## src/rtl/mdu_alu.sv

```systemverilog
// Clocked EX-stage ALU with a registered single-cycle path and a
// multi-cycle shift-add multiplier / restoring divider writing HI/LO.
module mdu_alu #(
    parameter int WIDTH = 32,
    parameter int SHW   = $clog2(WIDTH)
) (
    input  logic             clk,
    input  logic             reset,
    input  logic             start,
    input  logic [3:0]       op,
    input  logic [WIDTH-1:0] reg_a,
    input  logic [WIDTH-1:0] reg_b,
    output logic             busy,
    output logic             done,
    output logic [WIDTH-1:0] c,
    output logic [WIDTH-1:0] hi,
    output logic [WIDTH-1:0] lo,
    output logic             zero,
    output logic             negative,
    output logic             overflow,
    output logic             div_zero
);

    localparam logic [3:0] OP_ADD   = 4'd0;
    localparam logic [3:0] OP_SUB   = 4'd1;
    localparam logic [3:0] OP_AND   = 4'd2;
    localparam logic [3:0] OP_OR    = 4'd3;
    localparam logic [3:0] OP_XOR   = 4'd4;
    localparam logic [3:0] OP_NOR   = 4'd5;
    localparam logic [3:0] OP_SLL   = 4'd6;
    localparam logic [3:0] OP_SRL   = 4'd7;
    localparam logic [3:0] OP_SRA   = 4'd8;
    localparam logic [3:0] OP_SLT   = 4'd9;
    localparam logic [3:0] OP_SLTU  = 4'd10;
    localparam logic [3:0] OP_MULT  = 4'd11;
    localparam logic [3:0] OP_MULTU = 4'd12;
    localparam logic [3:0] OP_DIV   = 4'd13;
    localparam logic [3:0] OP_DIVU  = 4'd14;

    localparam logic [SHW-1:0] CNT_LAST = SHW'(WIDTH - 1);

    typedef enum logic [1:0] {
        IDLE,
        PREP,
        ITER,
        FIX
    } state_t;

    state_t state, state_n;

    logic             accept;
    logic             is_multi;
    logic [3:0]       op_q;
    logic [WIDTH-1:0] a_q;
    logic [WIDTH-1:0] b_q;
    logic [WIDTH-1:0] mcand;
    logic [2*WIDTH-1:0] acc;
    logic [SHW-1:0]   cnt;
    logic             qneg;
    logic             rneg;

    assign accept   = start && (state == IDLE);
    assign is_multi = (op >= OP_MULT) && (op <= OP_DIVU);
    assign busy     = (state != IDLE);

    // ---------------- single-cycle ALU ----------------
    logic [WIDTH-1:0] sum;
    logic [WIDTH-1:0] diff;
    logic [WIDTH-1:0] alu_res;
    logic             alu_ovf;
    logic [SHW-1:0]   shamt;

    assign shamt = reg_b[SHW-1:0];
    assign sum   = reg_a + reg_b;
    assign diff  = reg_a - reg_b;

    always_comb begin
        alu_res = '0;
        alu_ovf = 1'b0;
        case (op)
            OP_ADD: begin
                alu_res = sum;
                alu_ovf = (reg_a[WIDTH-1] == reg_b[WIDTH-1])
                       && (sum[WIDTH-1] != reg_a[WIDTH-1]);
            end
            OP_SUB: begin
                alu_res = diff;
                alu_ovf = (reg_a[WIDTH-1] != reg_b[WIDTH-1])
                       && (diff[WIDTH-1] != reg_a[WIDTH-1]);
            end
            OP_AND:  alu_res = reg_a & reg_b;
            OP_OR:   alu_res = reg_a | reg_b;
            OP_XOR:  alu_res = reg_a ^ reg_b;
            OP_NOR:  alu_res = ~(reg_a | reg_b);
            OP_SLL:  alu_res = reg_a << shamt;
            OP_SRL:  alu_res = reg_a >> shamt;
            OP_SRA:  alu_res = $unsigned($signed(reg_a) >>> shamt);
            OP_SLT:  alu_res = {{(WIDTH-1){1'b0}},
                                $signed(reg_a) < $signed(reg_b)};
            OP_SLTU: alu_res = {{(WIDTH-1){1'b0}}, reg_a < reg_b};
            default: alu_res = '0;
        endcase
    end

    // ---------------- multi-cycle datapath ----------------
    logic             is_div_q;
    logic             signed_q;
    logic             a_neg;
    logic             b_neg;
    logic [WIDTH-1:0] a_abs;
    logic [WIDTH-1:0] b_abs;

    assign is_div_q = (op_q == OP_DIV) || (op_q == OP_DIVU);
    assign signed_q = (op_q == OP_MULT) || (op_q == OP_DIV);
    assign a_neg    = signed_q && a_q[WIDTH-1];
    assign b_neg    = signed_q && b_q[WIDTH-1];
    assign a_abs    = a_neg ? -a_q : a_q;
    assign b_abs    = b_neg ? -b_q : b_q;

    // Multiply: acc = {partial, multiplier}, shifted right each step.
    logic [WIDTH:0]     upper_sum;
    logic [2*WIDTH-1:0] mult_next;

    assign upper_sum = {1'b0, acc[2*WIDTH-1:WIDTH]}
                     + (acc[0] ? {1'b0, mcand} : '0);
    assign mult_next = {upper_sum, acc[WIDTH-1:1]};

    // Divide: acc = {remainder, dividend/quotient}, shifted left each step.
    logic [WIDTH:0]     shifted;
    logic [WIDTH:0]     trial;
    logic [2*WIDTH-1:0] div_next;

    assign shifted  = acc[2*WIDTH-1:WIDTH-1];
    assign trial    = shifted - {1'b0, mcand};
    assign div_next = trial[WIDTH]
                    ? {shifted[WIDTH-1:0], acc[WIDTH-2:0], 1'b0}
                    : {trial[WIDTH-1:0], acc[WIDTH-2:0], 1'b1};

    logic [2*WIDTH-1:0] prod_fix;
    logic [WIDTH-1:0]   quo_fix;
    logic [WIDTH-1:0]   rem_fix;
    logic               dz;
    logic [WIDTH-1:0]   fix_hi;
    logic [WIDTH-1:0]   fix_lo;

    assign prod_fix = qneg ? -acc : acc;
    assign quo_fix  = qneg ? -acc[WIDTH-1:0] : acc[WIDTH-1:0];
    assign rem_fix  = rneg ? -acc[2*WIDTH-1:WIDTH] : acc[2*WIDTH-1:WIDTH];
    assign dz       = (b_q == '0);

    always_comb begin
        fix_hi = prod_fix[2*WIDTH-1:WIDTH];
        fix_lo = prod_fix[WIDTH-1:0];
        if (is_div_q) begin
            if (dz) begin
                fix_hi = a_q;
                fix_lo = '1;
            end else begin
                fix_hi = rem_fix;
                fix_lo = quo_fix;
            end
        end
    end

    // ---------------- control FSM ----------------
    always_ff @(posedge clk) begin
        if (reset) state <= IDLE;
        else       state <= state_n;
    end

    always_comb begin
        state_n = state;
        case (state)
            IDLE:    if (accept && is_multi) state_n = PREP;
            PREP:    state_n = ITER;
            ITER:    if (cnt == CNT_LAST) state_n = FIX;
            FIX:     state_n = IDLE;
            default: state_n = IDLE;
        endcase
    end

    always_ff @(posedge clk) begin
        if (reset) begin
            op_q     <= '0;
            a_q      <= '0;
            b_q      <= '0;
            mcand    <= '0;
            acc      <= '0;
            cnt      <= '0;
            qneg     <= 1'b0;
            rneg     <= 1'b0;
            done     <= 1'b0;
            c        <= '0;
            hi       <= '0;
            lo       <= '0;
            zero     <= 1'b0;
            negative <= 1'b0;
            overflow <= 1'b0;
            div_zero <= 1'b0;
        end else begin
            done <= 1'b0;
            case (state)
                IDLE: begin
                    if (accept) begin
                        op_q <= op;
                        a_q  <= reg_a;
                        b_q  <= reg_b;
                        if (!is_multi) begin
                            c        <= alu_res;
                            zero     <= (alu_res == '0);
                            negative <= alu_res[WIDTH-1];
                            overflow <= alu_ovf;
                            done     <= 1'b1;
                        end
                    end
                end
                PREP: begin
                    mcand <= is_div_q ? b_abs : a_abs;
                    acc   <= {{WIDTH{1'b0}}, is_div_q ? a_abs : b_abs};
                    qneg  <= a_neg ^ b_neg;
                    rneg  <= a_neg;
                    cnt   <= '0;
                end
                ITER: begin
                    acc <= is_div_q ? div_next : mult_next;
                    cnt <= cnt + SHW'(1);
                end
                FIX: begin
                    hi       <= fix_hi;
                    lo       <= fix_lo;
                    c        <= fix_lo;
                    zero     <= (fix_lo == '0);
                    negative <= fix_lo[WIDTH-1];
                    overflow <= 1'b0;
                    if (is_div_q) div_zero <= dz;
                    done     <= 1'b1;
                end
                default: ;
            endcase
        end
    end

endmodule
```

## config.mk

```make
export PLATFORM = sky130hd
export DESIGN_NAME = mdu_alu
export DESIGN_NICKNAME = d
export VERILOG_FILES = /design/src/rtl/mdu_alu.sv
export SDC_FILE = /design/constraint.sdc
export NUM_CORES = 2
export LEC_CHECK = 0
export CAP_MARGIN = 20
export CORE_MARGIN = 1.5
export CORE_UTILIZATION = 25
export CTS_BUF_LIST = sky130_fd_sc_hd__clkbuf_16
export DETAILED_ROUTE_END_ITERATION = 8
export PLACE_DENSITY = 0.49
export SLEW_MARGIN = 20
export SYNTH_ARGS = -nofsm -noshare
export SYNTH_HDL_FRONTEND = slang
export SYNTH_SLANG_ARGS = --single-unit
export TNS_END_PERCENT = 20
```

## constraint.sdc

```tcl
create_clock -name clk -period 4.9 [get_ports clk]
set_input_delay 0.735 -clock clk [delete_from_list [all_inputs] [get_ports clk]]
set_output_delay 0.735 -clock clk [all_outputs]
set_load 0.02 [all_outputs]
```

==> flow_summary.rst <==
.. list-table::
   :header-rows: 1

   * - Metric
     - Value
   * - Global-route usage over all layers
     - 0.233
   * - Multiplexer area fraction after synthesis
     - 0.139
   * - Buffers on Ports
     - 172
   * - Global placement routability congestion
     - around 1.0
   * - Post-DP HPWL
     - roughly 110 mm
   * - Sequential area share after synthesis
     - 0.185
   * - Largest net degree at the start of global routing
     - 81
   * - Final count of hold timing violations
     - 0
   * - Grt met2 use
     - 0.376
   * - Maximum achievable frequency
     - 212 MHz
   * - Class of the worst hold path
     - flip-flop to flip-flop
   * - Number of DRC markers after the initial detailed-route iteration
     - ~4k
   * - Count of unresolved DRC violations after routing
     - 0
   * - Ports placed on the boundary
     - 173
   * - Maximum number of buffers from clock root to sink
     - 3
   * - Max FO, Critical Path
     - 4
   * - Final-report max-slew violation count
     - 0
   * - Post-synthesis cell area
     - 0.0296 mm2
   * - Leakage power figure
     - 14.3 nW
   * - Die X
     - approximately 350 um
   * - Post-synthesis net count
     - 4231
   * - Number of fillers in the final layout
     - 12.6k
   * - R2r startpoint
     - acc[31]
   * - Min-delay src
     - c[7]
   * - Root buffer cell
     - clkbuf_16
   * - Starting density of the core
     - 0.251
   * - Slowest Stage Delay on Critical Path
     - 570 ps
   * - Critical-path cell with the highest stage delay
     - or4_1
   * - WHS Endpoint
     - c[7]
   * - Clock sink count
     - 273
   * - Setup fix buffers added after clock tree synthesis
     - 0
   * - Num rows
     - 126
   * - Antenna diode count
     - 0
   * - ANT nets after route
     - 0
   * - Cell Area, Placed
     - 0.0348 mm2
   * - Setup slack of the worst register-to-register path
     - 430 ps
   * - Hold path cells
     - 2
   * - Worst Max-Slew Pin Slew
     - between 1000 and 1500 ps
   * - Max H-tree Level
     - 1
   * - DR WL/cell
     - 25.4 um
   * - Final layout net count
     - 4447
   * - Most repeated library cell on the critical path
     - a21o_1
   * - Layout Skew
     - 17.7 ps
   * - Number of global-route vias before repair
     - about 30k
   * - Adder-cell area share of the yosys netlist
     - 0.0784
   * - Cell count of the worst reg-to-reg path
     - 16
   * - Largest family of logic cells by synthesized area
     - compound AO/OA/AOI/OAI gates
   * - Unrepaired setup endpoints after global routing
     - false
   * - Flip-flop and latch count after synthesis
     - between 200 and 300
   * - Startpoint types
     - primary input
   * - Clock buffers created by TritonCTS
     - 30
   * - Total congestion overflow after global routing
     - 0
   * - Routed vias/inst
     - 5.67
   * - Hold-fix buffer count after cts
     - 0
   * - Met1 usage in global routing
     - 0.311
   * - Critical path's top delay family
     - simple AND/OR/NAND/NOR gates
   * - First-pass GRT wire length
     - ~210 mm
   * - Clock transition time at the flip-flop clock pins of the worst setup and hold paths
     - 60 ps
   * - Post-Synthesis Cells
     - 3977
   * - Die extent in y
     - 347 um
   * - TritonCTS clock tree
     - built
   * - WP buf/inv
     - 3
   * - Met3 capacity usage during global routing
     - 0.0283
   * - Number of enable-type register cells in the synthesized netlist
     - 0
   * - Core area
     - approximately 0.12 mm2
   * - DRT Pass-1 Iters
     - 6
   * - Post-synthesis share of cell area spent on and, or, nand and nor gates
     - 0.214
   * - Number of unique standard cell types used by synthesis
     - 97
   * - Capturing point of the worst reg2reg path
     - acc[32]
   * - Xor and xnor area share after synthesis
     - 0.0542
   * - Arrival time reported for the critical path endpoint
     - 5260 ps
   * - Cell area power density
     - 316 mW/mm2
   * - Via Count
     - 32.6k
   * - Required time worst endpoint
     - 5440 ps
   * - Layer with the highest usage after global routing
     - met2
   * - Share of synthesized registers carrying an async set or reset
     - 0
   * - Clock period minus final worst setup slack
     - 4720 ps
   * - Synth warnings
     - 0
   * - Antenna violations before repair
     - 4
   * - Syn Area/Cell
     - roughly 7.4 um2
   * - Synth Area in Compound Gates
     - 0.262
   * - Area added between synthesis and finish
     - 20.8%
   * - Max-Slew Margin vs Limit
     - 0.268
   * - Layout Cell Area excl Fill
     - 0.0357 mm2
   * - Cell breakdown of the critical path
     - clkdlybuf4s50_1, ha_1, fa_1, a21o_1, a21o_1, a221oi_1, a21oi_1, or4_1, or4_1, nor4b_1, buf_4, nand4_1, nor4_2, buf_4, and4b_1, a21o_1
   * - Final setup violation count
     - 0
   * - Commonest register cell after synthesis
     - dfxtp_1
   * - Type of the worst setup path
     - primary input to flip-flop
   * - Core occupancy in the finished layout
     - 0.304
   * - Die Footprint
     - 0.120 mm2
   * - MaxCap Viol Count
     - 0
   * - Endpoint kind of the worst setup timing path
     - flip-flop
   * - Clock latency reported for the late side of the worst-skew pair
     - 610 ps
   * - Proportion of layout cells with a drive suffix above 1
     - 0.141
   * - DRT Wirelength
     - 146 mm
   * - Status
     - finished clean
   * - Share of the clock period used by the worst path
     - 0.963
   * - Smallest hold slack
     - 451 ps
   * - VDD IR max
     - 0.000343 V
## cell usage after synthesis (25+ instances only)
library cell / instances / area (um2)
a221oi_1: 27 / 236
a21o_1: 66 / 495
clkbuf_1: 246 / 923
a31oi_1: 28 / 175
nor2b_1: 41 / 257
o21bai_1: 26 / 195
or3_1: 35 / 219
nor3_1: 117 / 586
o211ai_1: 50 / 375
buf_2: 40 / 200
o21ai_0: 188 / 941
nor2_1: 463 / 1740
nand2b_1: 31 / 194
a21oi_1: 363 / 1820
buf_1: 37 / 139
and3_1: 28 / 175
nand4_1: 26 / 163
dfxtp_1: 273 / 5470
o31ai_1: 35 / 263
nand3_1: 67 / 335
a211oi_1: 104 / 781
mux4_2: 102 / 2300
a2111oi_0: 25 / 219
mux2_2: 33 / 372
mux2i_1: 141 / 1410
xnor2_1: 100 / 876
ha_1: 179 / 2240
nor4_1: 33 / 206
nand2_1: 415 / 1560
a22oi_1: 43 / 323
inv_1: 175 / 657
xor2_1: 83 / 727
## worst max path at each step
stage / end / slack (ps) / startpoint / cells past startpoint
floorplan: zero / 20 / reg_b[3] / 19
global placement: zero / -460 / reg_a[0] / 18
detailed placement: zero / -540 / reg_a[0] / 18
CTS: zero / 70 / reg_a[0] / 18
global route: zero / 9 / reg_a[0] / 16
finish: zero / 180 / reg_a[0] / 16
## metrics by stage
stage                     setup slack, ps  std cells  TNS [ps]  total power [mW]
after floorplan                      21.3       3977         0              6.70
after global placement               -459       5697      -459              8.92
after detailed placement             -544       5697      -646              8.93
after CTS                            72.1       5753         0              11.3
after global routing                 9.35       5753         0              11.9
final                                 179       5753         0              11.3
## report_power, final
| group | switching, mW | total [mW] | internal, mW | leakage (nW) |
|---|---|---|---|---|
| combinational | 3.69 | 6.10 | 2.41 | 11.6 |
| sequential | 0.392 | 2.88 | 2.49 | 2.22 |
| clock | 1.07 | 2.32 | 1.25 | 0.484 |
## area by class of cell
type,count,area (um2),area share
flip-flops and latches,273,5470,0.153
well taps,1536,1920,0.0538
inverters,180,677,0.0189
clock inverters,25,186,0.00522
multi-input cells,3193,22200,0.622
repair buffers,515,4490,0.126
clock buffers,31,776,0.0217
## layer usage
layer | routed length [um] | vias up
met5 | 37 | -
met4 | 7070 | 4
met3 | 10100 | 280
met2 | 66500 | 1476
met1 | 62400 | 15900
li1 | - | 14900
## registers in the layout (all words and copies together), names as in the netlist, 2 cells and up
name	flops
cnt	5
a_q	32
op_q	4
state	2
c	32
lo	32
hi	32
mcand	32
b_q	32
acc	64
## logic make-up (layout without fill, tap and decap cells)
family	Yosys count	count (layout)
simple gates	1367	1367
compound gates	1183	1183
buf+inv	511	751
mux	277	277
flops	273	273
fa+ha+maj	183	183
xor+xnor	183	183
## cells in the final DEF, fill, tap and decap left out, drive strengths merged, types with 15 or more instances in the layout
cell type / synthesis / routed
a2111oi: 26 / 26
a211oi: 104 / 104
a21o: 66 / 66
a21oi: 363 / 363
a221oi: 27 / 27
a22oi: 43 / 43
a311oi: 18 / 18
a31oi: 28 / 28
and2: 22 / 22
and3: 28 / 28
buf: 85 / 349
clkbuf: 246 / 32
clkdlybuf4s50: 0 / 165
dfxtp: 273 / 273
ha: 179 / 179
inv: 175 / 184
mux2: 33 / 33
mux2i: 141 / 141
mux4: 103 / 103
nand2: 415 / 415
nand2b: 32 / 32
nand3: 67 / 67
nand4: 27 / 27
nor2: 464 / 464
nor2b: 41 / 41
nor3: 117 / 117
nor4: 36 / 36
o211ai: 50 / 50
o21a: 17 / 17
o21ai: 200 / 200
o21bai: 26 / 26
o22ai: 22 / 22
o31ai: 35 / 35
or2: 15 / 15
or3: 36 / 36
or4: 18 / 18
xnor2: 100 / 100
xor2: 83 / 83
## timing repair
action	CTS	global route
endpoints found under the setup margin	0	1
hold endpoints to repair	0	0
resized for setup	0	3
## worst reg2reg max path: cells and delay by family (launching register included)
kind | cells | cell delay (ps)
buf+inv | 3 | 440
flops | 1 | 320
fa+ha+maj | 2 | 600
simple gates | 2 | 440
compound gates | 9 | 2550
Power figures use the tool's default switching activity.
